### config.mk
export PLATFORM = sky130hd
export DESIGN_NAME = can_tail_sequencer
export DESIGN_NICKNAME = d
export VERILOG_FILES = /design/src/rtl/can_tail_sequencer.sv
export SDC_FILE = /design/constraint.sdc
export NUM_CORES = 1
export LEC_CHECK = 0
export BUFFER_PORTS_ARGS = -buffer_cell sky130_fd_sc_hd__buf_2
export CAP_MARGIN = 30
export CORE_ASPECT_RATIO = 1.1
export CORE_MARGIN = 1
export CORE_UTILIZATION = 40
export CTS_CLUSTER_DIAMETER = 50
export DETAILED_ROUTE_END_ITERATION = 8
export PLACE_DENSITY_LB_ADDON = 0.08
export SLEW_MARGIN = 10
export SYNTH_ARGS = -nofsm -noshare
export SYNTH_HDL_FRONTEND = slang
export SYNTH_SLANG_ARGS = --single-unit
### constraint.sdc
create_clock -name SP -period 3.6 [get_ports SP]
set_input_delay 1.08 -clock SP [delete_from_list [all_inputs] [get_ports SP]]
set_output_delay 1.08 -clock SP [all_outputs]
set_load 0.01 [all_outputs]
### src/rtl/can_tail_sequencer.sv
// CAN frame-tail sequencer: CRC delimiter through intermission.
// Arms the EOF checker, folds its verdict and parks on tail errors.
module can_tail_sequencer #(
  parameter int EOF_LEN  = 7,
  parameter int IFS_LEN  = 3,
  parameter int IDLE_LEN = 11
) (
  input  logic       SP,
  input  logic       reset,
  input  logic       RX,
  input  logic       crc_last,
  input  logic       EOF_Error,
  output logic       EOF_Flag,
  output logic       frame_done,
  output logic       frame_ok,
  output logic       ack_missing,
  output logic       form_err_n,
  output logic [2:0] err_code,
  output logic       overload,
  output logic       bus_idle,
  output logic [2:0] state
);

  localparam logic [2:0] S_IDLE     = 3'd0;
  localparam logic [2:0] S_CRC_DEL  = 3'd1;
  localparam logic [2:0] S_ACK_SLOT = 3'd2;
  localparam logic [2:0] S_ACK_DEL  = 3'd3;
  localparam logic [2:0] S_EOF      = 3'd4;
  localparam logic [2:0] S_IFS      = 3'd5;
  localparam logic [2:0] S_ERR_HOLD = 3'd6;

  localparam logic [3:0] EOF_LAST  = 4'(EOF_LEN - 1);
  localparam logic [3:0] IFS_LAST  = 4'(IFS_LEN - 1);
  localparam logic [3:0] IDLE_LAST = 4'(IDLE_LEN - 1);

  localparam logic [2:0] E_NONE  = 3'd0;
  localparam logic [2:0] E_CRC   = 3'd1;
  localparam logic [2:0] E_ACK   = 3'd2;
  localparam logic [2:0] E_EOF   = 3'd3;
  localparam logic [2:0] E_OVLD  = 3'd4;

  logic [3:0] cnt;
  logic [3:0] cnt_n;
  logic [3:0] cnt_sat;
  logic [2:0] nxt;
  logic [2:0] form_code;
  logic       start;
  logic       ack_set;
  logic       arm;
  logic       done;
  logic       ovl;
  logic       eof_win;
  logic       eof_bad;

  // Checker output lags one bit, so the window runs one bit into IFS.
  assign eof_win = ((state == S_EOF) && (cnt != 4'd0))
                || ((state == S_IFS) && (cnt == 4'd0));
  assign eof_bad = eof_win && !EOF_Error;
  assign cnt_sat = (cnt == 4'hF) ? cnt : cnt + 4'd1;

  always_comb begin
    nxt       = state;
    form_code = E_NONE;
    start     = 1'b0;
    ack_set   = 1'b0;
    arm       = 1'b0;
    done      = 1'b0;
    ovl       = 1'b0;
    case (state)
      S_IDLE: begin
        if (crc_last) begin
          nxt   = S_CRC_DEL;
          start = 1'b1;
        end
      end
      S_CRC_DEL: begin
        if (RX) begin
          nxt = S_ACK_SLOT;
        end else begin
          nxt       = S_ERR_HOLD;
          form_code = E_CRC;
        end
      end
      S_ACK_SLOT: begin
        nxt     = S_ACK_DEL;
        ack_set = RX;
      end
      S_ACK_DEL: begin
        if (RX) begin
          nxt = S_EOF;
          arm = 1'b1;
        end else begin
          nxt       = S_ERR_HOLD;
          form_code = E_ACK;
        end
      end
      S_EOF: begin
        if (eof_bad) begin
          nxt       = S_ERR_HOLD;
          form_code = E_EOF;
        end else if (cnt == EOF_LAST) begin
          nxt = S_IFS;
        end
      end
      S_IFS: begin
        if (eof_bad) begin
          nxt       = S_ERR_HOLD;
          form_code = E_EOF;
        end else if (cnt == IFS_LAST) begin
          // a dominant last bit is the next SOF
          nxt  = S_IDLE;
          done = 1'b1;
        end else if (!RX) begin
          nxt = S_ERR_HOLD;
          ovl = 1'b1;
        end
      end
      S_ERR_HOLD: begin
        if (RX && (cnt == IDLE_LAST)) begin
          nxt = S_IDLE;
        end
      end
      default: nxt = S_IDLE;
    endcase
  end

  always_comb begin
    cnt_n = 4'd0;
    if (nxt == state) begin
      unique case (1'b1)
        (state == S_IDLE):     cnt_n = 4'd0;
        (state == S_ERR_HOLD): cnt_n = RX ? cnt_sat : 4'd0;
        default:               cnt_n = cnt_sat;
      endcase
    end
  end

  always_ff @(posedge SP) begin
    if (!reset) begin
      state       <= S_IDLE;
      cnt         <= 4'd0;
      EOF_Flag    <= 1'b1;
      form_err_n  <= 1'b1;
      frame_ok    <= 1'b1;
      bus_idle    <= 1'b1;
      ack_missing <= 1'b0;
      err_code    <= E_NONE;
      frame_done  <= 1'b0;
      overload    <= 1'b0;
    end else begin
      state      <= nxt;
      cnt        <= cnt_n;
      EOF_Flag   <= !arm;
      frame_done <= done;
      overload   <= ovl;
      bus_idle   <= (nxt == S_IDLE);
      if (start) begin
        ack_missing <= 1'b0;
        form_err_n  <= 1'b1;
        err_code    <= E_NONE;
      end
      if (ack_set) begin
        ack_missing <= 1'b1;
      end
      if (form_code != E_NONE) begin
        err_code   <= form_code;
        form_err_n <= 1'b0;
        frame_ok   <= 1'b0;
      end
      if (ovl) begin
        err_code <= E_OVLD;
      end
      if (done) begin
        frame_ok <= 1'b1;
      end
    end
  end

endmodule

Word-level counts from Yosys, hierarchy flattened. Cells that the tools add are included.

Add/subtract/negate cells: 1. Equality and inequality tests: 11. Multiplexer cells: 36. Bitwise operators: 1. Reduce and logical (&&, ||, !) cells: 19.

Operator list (number): 2-to-1 mux 3 bit (11); case mux 3 bit (7 select lines) (1); 2-to-1 mux 1 bit (17); equality test 3 bit, second input constant (3); equality test 4 bit, second input constant (2); 2-to-1 mux 4 bit (2); case mux 4 bit (2 select lines) (1); equality test 3 x 2 -> 1 bit, second input constant (2); logical NOT 3 bit (2); 2-to-1 mux 2 bit (3); case mux 2 bit (3 select lines) (1); nonzero test 3 bit (2); OR reduction 2 bit (3); adder 4 x 1 -> 4 bit, second input constant (1); equality test 4 x 2 -> 1 bit, second input constant (1); equality test 4 x 3 -> 1 bit, second input constant (1); logical AND 1 bit (4); logical NOT 4 bit (1); nonzero test 2 bit (2); nonzero test 4 bit (1); equality test 3 x 1 -> 1 bit, second input constant (1); equality test 3 bit (1); logical NOT 1 bit (2); AND reduction 2 bit (1); 2 further kinds (2).

Bits in registers: 17. Input port bits: 5. Output and inout bits: 13. Logic and storage cells: 79.

Logic depth before layout (Yosys ltp).
Depth after elaboration: 9. Depth in mapped cells: 7. Gate-level depth less buffers: 7.

Worst setup path before layout. Ideal clock, no wire load.

Kind: input to register. Start point: in reset. End point: reg cnt[2]. Setup time: 0.059 ns. Data arrival time: 2.120 ns. Required time: 3.541 ns. Path slack: 1.421 ns. Stages on the path: 5. Path buffers: 1. Cell sequence: clkbuf_1 -> and3_1 -> o311ai_0 -> a211oi_1 -> o211a_1.

Cells in the longest elaborated chain, start to end: 1.

Ends and longest elaborated chain: from (decl) (line 9) `input logic reset,`; AND reduction 2 bit (no source line); to (signal assigned) (line 152) `cnt <= cnt_n;`; to (decl) (line 42) `logic [3:0] cnt;`.

Every way passes these cells. A chain may end at the register's enable or synchronous reset.

Worst setup path after layout.
Start point: reg state[0]. End point: out state[0].

RTL lines: from (decl) (line 21) `output logic [2:0] state`; from (signal assigned) (line 151) `state <= nxt;`.

No word-level cell between the ends.

==> results.tsv <==
stage	metric	value	unit
critical_path	crit_path_top_delay_cell	dfxtp_1	
place	dp_hpwl	1740	um
cts	cts_max_level	1	
sta	period_needed	2.34	ns
cts	cts.repair.resized	0	
global_routing	grt_pass1_wl	3760	um
logic_synthesis	synth_edf_count	0	
critical_path	r2r_setup_slack	1.52	ns
cells_and_area	final_cells	164	
logic_synthesis	synth_cell_types	44	
routing	post_drt_wl_per_cell	14.4	um
critical_path	critPathBufInv	1	
pwr	powerDensity	386	nW/um^2
logic_synthesis	synth_flop_cell	dfxtp_1	
min_path	hold_end	err_code[2]	
die	rows	18	
job	drv_cap	0	
die	fp.coreArea	2320	um^2
sta	fmax	428	MHz
sta	rsz0062_at_grt	no	
sta	worst_pin_slew	0.619	ns
min_path	hp-start	err_code[2]	
logic_synthesis	syn_inst	119	
cts	clock_path_buffers	2	
routing	ant_nets	0	
critical_path	cpPeakStageDelay	0.73	ns
logic_synthesis	ys_seq_elements	17	
cts	ctsHoldBuffers	0	
sta	hold_viol_final	0	
routing	drtIter0Drc	41	
routing	firstDrtPassIters	4	
sta	finalCritPeriodShare	64.9	%
cells_and_area	fin_area	1120	um^2
die	die-area	2720	um^2
sta	finClkSkew	0.000744	ns
critical_path	cp_num_cells	1	
global_routing	grt.overflow.total	0	
die	io_pins	18	
critical_path	cpLargestDelayFamily	flip-flops	
min_path	min_path_type	reg -> reg	
cells_and_area	final_util	48.5	%
run_status	status	finished, final reports clean	
sta	setup_viol	0	
critical_path	r2r-start	cnt[1]	
critical_path	rr_worst_depth	7	
sta	setup-tns-final	0	ns
sta	slew_headroom	58.7	%
cts	postCtsSetupBuffers	0	
cts	cts_made_buffers	3	
logic_synthesis	yosysWarnings	0	
cells_and_area	antenna_cells	0	
global_routing	antenna_found_initial	0	
critical_path	crit_path_end_kind	output pin	
cts	cts_sinks	17	
global_routing	grt_max_degree	20	
place	dpl.cell_count	160	
cts	cts.clk_slew.worst_paths	0.10	ns
global_routing	grt_use_met3	2.50	%
global_routing	gr-usage-met2	34.2	%
sta	maxSlewViolCount	0	
cts	clockRootBuffer	clkbuf_4	
global_routing	grt-busiest-layer	met2	
critical_path	critPathMaxFanout	19	
global_routing	track_usage	18.9	%
cts	worstSkewPairLatency	0.28	ns
die	start_util	43.4	%
min_path	holdPathStages	2	
logic_synthesis	synth_area	1010	um^2
routing	drt-total-wl	2360	um
cts	cts_tree	built	
die	die_h	54.6	um
place	place_area	1100	um^2
logic_synthesis	synthArstFlopShare	0	%
pwr	max-vdd-ir-drop	0.000212	V
logic_synthesis	syn_avg_cell_area	8.45	um^2
routing	vias_per_cell	5.64	
cells_and_area	nNetsFinal	144	
critical_path	crit_required	2.52	ns
place	gp_congestion	0.869	
global_routing	grtUsageMet1	22.1	%
global_routing	grt_pass1_vias	825	
routing	num_vias	925	
critical_path	path_cells	buf_2	
critical_path	crit_type	reg -> out	
critical_path	worstReg2RegEnd	cnt[0]	
place	port-buffer-count	17	
die	dieWidth	49.8	um
logic_synthesis	ys_seq_area_share	33.8	%
cells_and_area	area_growth	11.8	%
cells_and_area	drive_above_1_share	20.9	%
critical_path	cp-start-kind	flop	
pwr	p_leak	0.000474	uW
critical_path	cp.arrival	1.26	ns
routing	post-route-drc-count	0	
logic_synthesis	synthesis.nets	128	
## cell type report
type,count,area (um^2)
clock buffer,3,22.5
tap,30,37.5
sequential,17,340
fill,239,1190
multi-input combinational,91,616
timing repair buffer,17,85.1
inverter,5,18.8
clock inverter,1,5.00
## layout by cell type, fill, tap and decap left out, types with 2 or more instances in the layout
| cell | count |
|---|---|
| nand3_1 | 4 |
| and2_1 | 3 |
| o21a_1 | 2 |
| nand2b_1 | 4 |
| inv_1 | 5 |
| nand2_1 | 12 |
| o31ai_1 | 2 |
| nor2_1 | 10 |
| clkbuf_4 | 3 |
| and3_1 | 2 |
| nor2b_1 | 4 |
| mux2i_1 | 2 |
| a41oi_1 | 2 |
| a21oi_1 | 7 |
| and4b_1 | 2 |
| or3_1 | 2 |
| dfxtp_1 | 17 |
| o21ai_0 | 6 |
| buf_2 | 17 |
| ha_1 | 4 |
## flip-flops by register name, summed over array words and instances (netlist names)
register     cells
err_code         3
EOF_Flag         1
state            3
cnt              4
frame_ok         1
overload         1
frame_done       1
ack_missing      1
bus_idle         1
form_err_n       1
## worst min-delay path, delay by kind of cell, from the launching register on
family,cells,cell delay (ns)
simple gates,1,0.05
compound gates,1,0.05
flops,1,0.32
## where the power goes
group	switching, uW	total (uW)	leakage, uW	internal [uW]
Clock	60.9	102	0.0000177	41.2
Sequential	24.0	226	0.000138	202
Combinational	59.3	107	0.000318	47.4
Total	144	435	0.000474	290
## Yosys cell counts, drive strengths merged (2+ instances only)
library cell   n  area, um^2
nor2          11        43.8
and3           2        12.5
nor3           2        15.0
clkbuf         4        15.0
and2           3        18.8
dfxtp         17         340
a41oi          2        17.5
inv            5        18.8
a21oi          7        35.0
or3            2        12.5
mux2i          2        20.0
nand2         12        45.0
o311ai         2        17.5
ha             4        50.1
o21a           2        15.0
buf            2        16.3
o21ai          6        30.0
o31ai          2        15.0
nand3          4        20.0
nor2b          4        25.0
nor4b          2        32.5
and4b          2        20.0
nand2b         4        25.0
## cell families after synthesis
family	synth area share, %
xor gates and xnor gates	0.871
muxes	1.99
DFF	33.8
adders and majority gates	4.98
and+or+nand+nor	30.0
AOI/OAI and AO/OA	23.4
buffers and inverters	4.97
## how the worst max path moves through the flow
stage	from	endpoint	slack, ns
floorplan	reset	cnt[2]	1.42
global placement	EOF_Error	cnt[0]	1.17
detailed placement	EOF_Error	cnt[2]	1.09
CTS	state[0]	state[0]	1.26
global route	state[0]	state[0]	1.18
finish	state[0]	state[0]	1.26
## layer usage
| metal | part of all wire, % | routed length (um) |
|---|---|---|
| met5 | 0 | 0 |
| met4 | 1.7 | 40 |
| met3 | 3.9 | 91 |
| met2 | 49 | 1170 |
| met1 | 45 | 1060 |
## through the flow
step / worst slack [ns] / hold slack [ns] / power (uW)
final: 1.26 / 0.455 / 435
after global routing: 1.18 / 0.481 / 461
after CTS: 1.26 / 0.456 / 438
after detailed placement: 1.09 / 0.441 / 335
after global placement: 1.17 / 0.436 / 335
after floorplan: 1.42 / 0.474 / 302
No activity file was read; power rests on OpenSTA's default activity.
